$ cat src/rtl/gpu_op_scheduler_pkg.sv
// Shared GPU types plus the frame scheduler's state encoding and defaults.
package gpu_op_scheduler_pkg;

    typedef struct packed {
        logic [3:0]  opcode;
        logic [11:0] arg;
    } gpu_op_t;

    typedef enum logic {
        SERVE = 1'b0,
        DONE  = 1'b1
    } sched_state_t;

    localparam int DEFAULT_TIMEOUT_CYCLES = 4096;

    // Index width that stays at least one bit for a single requester.
    function automatic int idx_width(input int n);
        return (n > 1) ? $clog2(n) : 1;
    endfunction

endpackage

$ cat src/rtl/gpu_op_scheduler_stall_watchdog.sv
// Counts consecutive idle cycles of the served requester and flags expiry.
module stall_watchdog
    import gpu_op_scheduler_pkg::*;
#(
    parameter int TIMEOUT_CYCLES = DEFAULT_TIMEOUT_CYCLES
) (
    input  logic clk,
    input  logic rst,
    input  logic clear,
    input  logic tick,
    output logic expire
);

    localparam int CW = (TIMEOUT_CYCLES > 0) ? $clog2(TIMEOUT_CYCLES + 1) : 1;
    localparam logic [CW-1:0] LIMIT = CW'((TIMEOUT_CYCLES > 0) ? TIMEOUT_CYCLES - 1 : 0);
    localparam logic ENABLED = (TIMEOUT_CYCLES > 0);

    logic [CW-1:0] count;

    // Expiry fires on the idle cycle that would bring the count to TIMEOUT_CYCLES.
    assign expire = ENABLED && tick && !clear && (count == LIMIT);

    always_ff @(posedge clk) begin
        if (rst || clear || expire) begin
            count <= '0;
        end else if (tick && ENABLED) begin
            count <= count + 1'b1;
        end
    end

endmodule

$ cat src/rtl/gpu_op_scheduler.sv
// Frame scheduler: drains op producers in fixed order onto the single GPU op port.
// Handshake: a transfer happens on an edge where valid and ready are both high; valid never waits for ready.
module gpu_op_scheduler
    import gpu_op_scheduler_pkg::*;
#(
    parameter int REQUESTERS     = 2,
    parameter int TIMEOUT_CYCLES = DEFAULT_TIMEOUT_CYCLES,
    localparam int IW            = idx_width(REQUESTERS)
) (
    input  logic                         clk,
    input  logic                         rst,
    input  logic                         ce,
    input  logic                         swap,
    input  gpu_op_t [REQUESTERS-1:0]     req_op,
    input  logic    [REQUESTERS-1:0]     req_valid,
    input  logic    [REQUESTERS-1:0]     req_last,
    output logic    [REQUESTERS-1:0]     req_ready,
    output gpu_op_t                      op,
    output logic                         op_valid,
    input  logic                         op_ready,
    output logic                         frame_done,
    output logic                         overrun,
    output logic    [IW-1:0]             cur_req
);

    localparam logic [IW-1:0] LAST_IDX = IW'(REQUESTERS - 1);

    sched_state_t  state, state_n;
    logic [IW-1:0] cur_n;
    logic          ovr_n;

    logic    sel_valid;
    logic    sel_last;
    gpu_op_t sel_op;
    logic    serving;
    logic    accept;
    logic    advance;
    logic    wd_tick;
    logic    wd_clear;
    logic    wd_expire;

    always_comb begin
        sel_valid = 1'b0;
        sel_last  = 1'b0;
        sel_op    = '0;
        for (int i = 0; i < REQUESTERS; i++) begin
            if (cur_req == IW'(i)) begin
                sel_valid = req_valid[i];
                sel_last  = req_last[i];
                sel_op    = req_op[i];
            end
        end
    end

    assign serving  = (state == SERVE);
    assign accept   = op_valid && op_ready;
    // Any valid cycle (stalled by the GPU or not) proves the producer is alive.
    assign wd_tick  = serving && ce && !sel_valid;
    assign wd_clear = swap || (serving && ce && sel_valid);
    assign advance  = serving && ((accept && sel_last) || wd_expire);

    stall_watchdog #(
        .TIMEOUT_CYCLES(TIMEOUT_CYCLES)
    ) u_watchdog (
        .clk   (clk),
        .rst   (rst),
        .clear (wd_clear),
        .tick  (wd_tick),
        .expire(wd_expire)
    );

    always_ff @(posedge clk) begin
        if (rst) begin
            state   <= SERVE;
            cur_req <= '0;
            overrun <= 1'b0;
        end else begin
            state   <= state_n;
            cur_req <= cur_n;
            overrun <= ovr_n;
        end
    end

    always_comb begin
        state_n = state;
        cur_n   = cur_req;
        ovr_n   = overrun;
        if (swap) begin
            state_n = SERVE;
            cur_n   = '0;
            ovr_n   = 1'b0;
        end else if (advance) begin
            if (cur_req == LAST_IDX) begin
                state_n = DONE;
            end else begin
                cur_n = cur_req + 1'b1;
            end
            if (wd_expire) begin
                ovr_n = 1'b1;
            end
        end
    end

    always_comb begin
        op         = sel_op;
        op_valid   = !rst && serving && ce && sel_valid;
        frame_done = (state == DONE);
        req_ready  = '0;
        for (int i = 0; i < REQUESTERS; i++) begin
            if (cur_req == IW'(i)) begin
                req_ready[i] = !rst && serving && ce && op_ready;
            end
        end
    end

endmodule

$ cat config.mk
export PLATFORM = sky130hd
export DESIGN_NAME = gpu_op_scheduler
export DESIGN_NICKNAME = d
export VERILOG_FILES = /design/src/rtl/gpu_op_scheduler_pkg.sv /design/src/rtl/gpu_op_scheduler_stall_watchdog.sv /design/src/rtl/gpu_op_scheduler.sv
export SDC_FILE = /design/constraint.sdc
export NUM_CORES = 1
export LEC_CHECK = 0
export CAP_MARGIN = 10
export CORE_MARGIN = 1
export CORE_UTILIZATION = 36
export DETAILED_ROUTE_END_ITERATION = 7
export GPL_TIMING_DRIVEN = 0
export PLACE_DENSITY_LB_ADDON = 0.3
export SLEW_MARGIN = 20
export SYNTH_ARGS = -nofsm -noshare
export SYNTH_HDL_FRONTEND = slang
export SYNTH_SLANG_ARGS = --single-unit
$ cat constraint.sdc
create_clock -name clk -period 2.3 [get_ports clk]
set_input_delay 0.23 -clock clk [delete_from_list [all_inputs] [get_ports clk]]
set_output_delay 0.23 -clock clk [all_outputs]
set_load 0.05 [all_outputs]
After elaboration in Yosys (flattened, before gate mapping)
Index checks and enable logic that the tools add are counted.
{"block": "op_classes", "n_addsub": 2, "multipliers": 0, "n_div": 0, "order_cmp": 0, "n_eq_ne": 1, "shift": 0, "mux": 6, "n_bitwise": 1, "reduce_logical": 22}
{"op": "16-bit 2-to-1 mux", "n": 1}
{"op": "13-bit by 1-bit adder with 13-bit output, second input constant", "n": 1}
{"op": "13-bit by 12-bit equality test with 1-bit output, second input constant", "n": 1}
{"op": "1-bit logical AND", "n": 12}
{"op": "1-bit 2-to-1 mux", "n": 5}
{"op": "1-bit logical OR", "n": 4}
{"op": "2-bit AND reduction", "n": 2}
{"op": "1-bit logical NOT", "n": 3}
{"op": "2-bit OR reduction", "n": 1}
{"op": "1-bit adder, second input constant", "n": 1}
{"op": "1-bit inverter", "n": 1}
{"block": "totals", "reg_bits": 16, "latch_bits": 0, "mem_bits_rw": 0, "rom_bits": 0, "inputBits": 41, "output_inout_bits": 22, "word_cells": 36, "mem_count": 0}

Depth between registers and ports, before layout
{"block": "depth", "word_depth": 10, "mapped_depth": 6, "depth_no_buf": 5}

Cells and area by module
A second synthesis with hierarchy kept.
{"block": "hier_totals", "hier_cells": 101, "area_unflattened_um2": 959.7}
{"mod": "stall_watchdog", "instances": 1, "cells_per_inst": 64, "area_each_um2": 594.3, "seq_area_each_um2": 260.2}
{"mod": "gpu_op_scheduler", "instances": 1, "cells_per_inst": 37, "area_each_um2": 365.4, "seq_area_each_um2": 60.1}

Worst setup path before layout
No wires, ideal clock.
{"block": "synth_path", "path_type": "register -> output", "startpoint": "reg state, in the netlist frame_done", "endpoint": "out req_ready[0]", "arrival_ps": 1816, "required_ps": 2070, "setup_slack_ps": 254, "stages_incl_launch_ff": 4, "path_buffers": 0, "path_cell_list": "dfxtp_1 -> nand2b_1 -> nor3b_1 -> nor2b_1"}
{"block": "synth_via", "elab_chain_len": 5}
{"element": "start, declared", "line": "gpu_op_scheduler.sv:28", "text": "sched_state_t state, state_n;"}
{"element": "start signal, assigned", "line": "gpu_op_scheduler.sv:78", "text": "state <= state_n;"}
{"element": "1-bit inverter", "line": "gpu_op_scheduler.sv:55", "text": "assign serving = (state == SERVE);"}
{"element": "1-bit logical AND (3 in a row)", "line": "gpu_op_scheduler.sv:111", "text": "req_ready[i] = !rst && serving && ce && op_ready;"}
{"element": "1-bit 2-to-1 mux", "line": "gpu_op_scheduler.sv:110", "text": "if (cur_req == IW'(i)) begin"}
{"element": "end, declared", "line": "gpu_op_scheduler.sv:17", "text": "output logic [REQUESTERS-1:0] req_ready,"}
Every way passes these cells.

Worst setup path in the final report
Ends and elaborated chain as after synthesis.

==> summary.md <==
| Metric | Value |
|---|---|
| Largest stage delay on the critical path | 0.54 ns |
| WL/cell | 14.6 um |
| Final Skew | 0.00591 ns |
| Clock sinks | 16 |
| Synth Flop Type | dfxtp_1 |
| Final wirelength | 2.96 mm |
| Worst Max-Slew Pin Slew | around 0.54 ns |
| Distinct cells, synth | 31 |
| Syn. warnings | 0 |
| Mean post-synth cell area | about 9 um^2 |
| Status | finished clean |
| Fmax | 472 MHz |
| Final min period | between 2 and 2.5 ns |
| Full die area | 2890 um^2 |
| Rows | 18 |
| Final WS setup | 0.183 ns |
| Largest net degree at the start of global routing | 11 |
| Syn Nets | 149 |
| Die height | around 54 um |
| WHS | about 0.47 ns |
| Synth Register Bits | 16 |
| Slew Viols, Final | 0 |
| Clk pin slew, worst setup/hold paths | ~0.1 ns |
| Leakage dissipation | 0.710 nW |
| Setup violators final | 0 |
| Hold Buf Count CTS | 0 |
| First-pass GRT wire length | 4.58 mm |
| Share of the yosys chip area belonging to registers | 33.2% |
| Mapped Cells | 107 |
| Period Utilization, post-route | approximately 92% |
| Crit Path Class | reg -> out |
| Most common cell after layout, fill and taps aside | clkdlybuf4s50_1 |
| Total CTS buffers | 3 |
| CP required | 2.07 ns |
| Crit-path slowest cell | dlygate4sd2_1 |
| GRT Total Usage | 22.3% |
| Routed Antenna Nets | 0 |
| Post-synth top area cell | dfxtp_1 |
| TritonCTS clock tree | yes |
| Drt drc | 0 |
| Area grow syn2layout | 76.5% |
| Crit Path Max Fanout | 6 |
| Core ar. | roughly 2500 um^2 |
| Htree depth | 1 |
| Vias per cell | between 5 and 6 |
| DP HPWL | about 2.4 mm |
| Unrepaired setup endpoints after global routing | false |
| Type of the worst min-delay path | reg -> reg |
| Final hold vios | 0 |
| Vias in the first global route | 1087 |
| Die width | about 54 um |
| IO Count | 63 |
| CP Launch Type | flip-flop |
| Nets@finish | about 220 |
| Longest Clk Path Bufs | 2 |
| Ranking of synthesized cells by area | dfxtp_1 33%, mux2_2 19%, xnor2_1 7.3%, nor2_1 4.7%, nor4_1 3.9% |
| Total gr overflow | 0 |
| Crit end category | output port |
| Share of layout cells above drive strength 1 | 15.6% |
| DR vias | 1090 |
| Placed cell area | 1620 um^2 |
| Worst slew margin | between 60 and 70% |
| Maximum VDD drop | 0.000322 V |
| Post-synth EDFFs | 0 |
| Most frequent cells in the layout | 43 x clkdlybuf4s50_1, 16 x mux2_2, 16 x dfxtp_1, 16 x dlymetal6s2s_1, 12 x nor2_1 |
| CP arrival | 1.89 ns |
| DR pass1 iterations | 4 |
| Asr flop ratio synth | 0% |
| Root buf cell | clkbuf_4 |
| Power Density | 394 nW/um^2 |
| Initial Util | 38.6% |
| Mapped Area | 965 um^2 |
| Ant diodes | 0 |
| Pre-CTS setup slack | -0.182 ns |
| MaxCap Viol Count | 0 |
| Iter 0 DRT Violations | 11 |
| IO buf count | 62 |
| Placer Congestion | 0.744 |
| Post-route cell area | ~1700 um^2 |
| Setup Buffers After CTS | 0 |
| Clk Latency, worst-skew pair | 0.30 ns |
| Util after Layout | between 60% and 70% |
| Synth top area share | 33.2% |
| Initial antenna violation count | 0 |
| Cell Chain, Critical Path | nand2b_1, nor3b_2, nor2b_1, dlygate4sd2_1 |
| Pwr Total | 0.671 mW |
through the flow:
step | setup TNS, ns | instances
6_report | 0 | 203
5_1_grt | 0 | 203
4_1_cts | 0 | 203
3_5_place_dp | -0.376 | 199
3_3_place_gp | -0.328 | 199
2_1_floorplan | 0 | 107
path summary, 6_finish.rpt:
| kind | startpoint | to | slack, ns | cells past startpoint |
|---|---|---|---|---|
| setup / recovery | frame_done | req_ready[0] | 0.18 | 4 |
| hold / removal | u_watchdog.count[12] | u_watchdog.count[12] | 0.47 | 1 |
| setup reg to reg | u_watchdog.count[5] | u_watchdog.count[6] | 0.42 | 5 |
| hold reg to reg | u_watchdog.count[12] | u_watchdog.count[12] | 0.47 | 1 |
report_power, final:
part / total [mW] / internal, mW / switching [mW]
Clock: 0.192 / 0.0966 / 0.0955
Sequential: 0.278 / 0.278 / 0.000864
Combinational: 0.201 / 0.103 / 0.0976
Total: 0.671 / 0.477 / 0.194
registers in the layout, indices dropped and copies added (netlist names):
name and count:
u_watchdog.count 13, frame_done 1, cur_req 1, overrun 1
cell families (layout without fill, tap and decap cells):
logic type	after synthesis	after routing	synth area share, %
buffers and inverters	6	72	2.59
adders and majority gates	1	1	1.30
AOI/OAI and AO/OA	12	12	8.43
xor gates and xnor gates	9	9	8.17
and+or+nand+nor	45	45	25.0
DFF	16	16	33.2
muxes	18	18	21.3
layout make-up:
type / instances / area, um^2
Fill cell: 189 / 797
Timing Repair Buffer: 62 / 657
Multi-Input combinational cell: 85 / 624
Sequential cell: 16 / 320
Tap cell: 30 / 37.5
Clock buffer: 4 / 36.3
Buffer: 4 / 20.0
Inverter: 2 / 7.51
Yosys cell counts, drive strengths merged (2+ instances only):
| cell type | count |
|---|---|
| nand2b | 2 |
| inv | 2 |
| nand3 | 3 |
| nand4 | 3 |
| nor3 | 4 |
| or3 | 2 |
| dfxtp | 16 |
| mux2 | 17 |
| or4 | 3 |
| o31ai | 2 |
| a31oi | 2 |
| a21oi | 3 |
| nor4 | 6 |
| nor2 | 12 |
| xnor2 | 8 |
| a211oi | 2 |
| nand2 | 5 |
| nor2b | 2 |
| buf | 4 |
timing repair:
| item | CTS | global route |
|---|---|---|
| hold endpoints to repair | 0 | 0 |
| resized for setup | 5 | 17 |
| endpoints found under the setup margin | 19 | 18 |
worst max-delay path, delay by kind of cell (launching register included):
kind                   cells  cell delay (ns)
buffers and inverters      1             0.54
and+or+nand+nor            3             0.68
DFF                        1             0.37
metal layers:
layer / GRT usage, % / share of wire, % / routed length, um / vias to the layer above
li1: - / - / - / 533
met4: 9.21 / 1.6 / 48 / 0
met1: 26.8 / 43 / 1270 / 507
met5: 0 / 0 / 0 / -
met2: 38.3 / 50 / 1490 / 45
met3: 4.24 / 5.3 / 156 / 5
(Power assumes the default switching activity.)
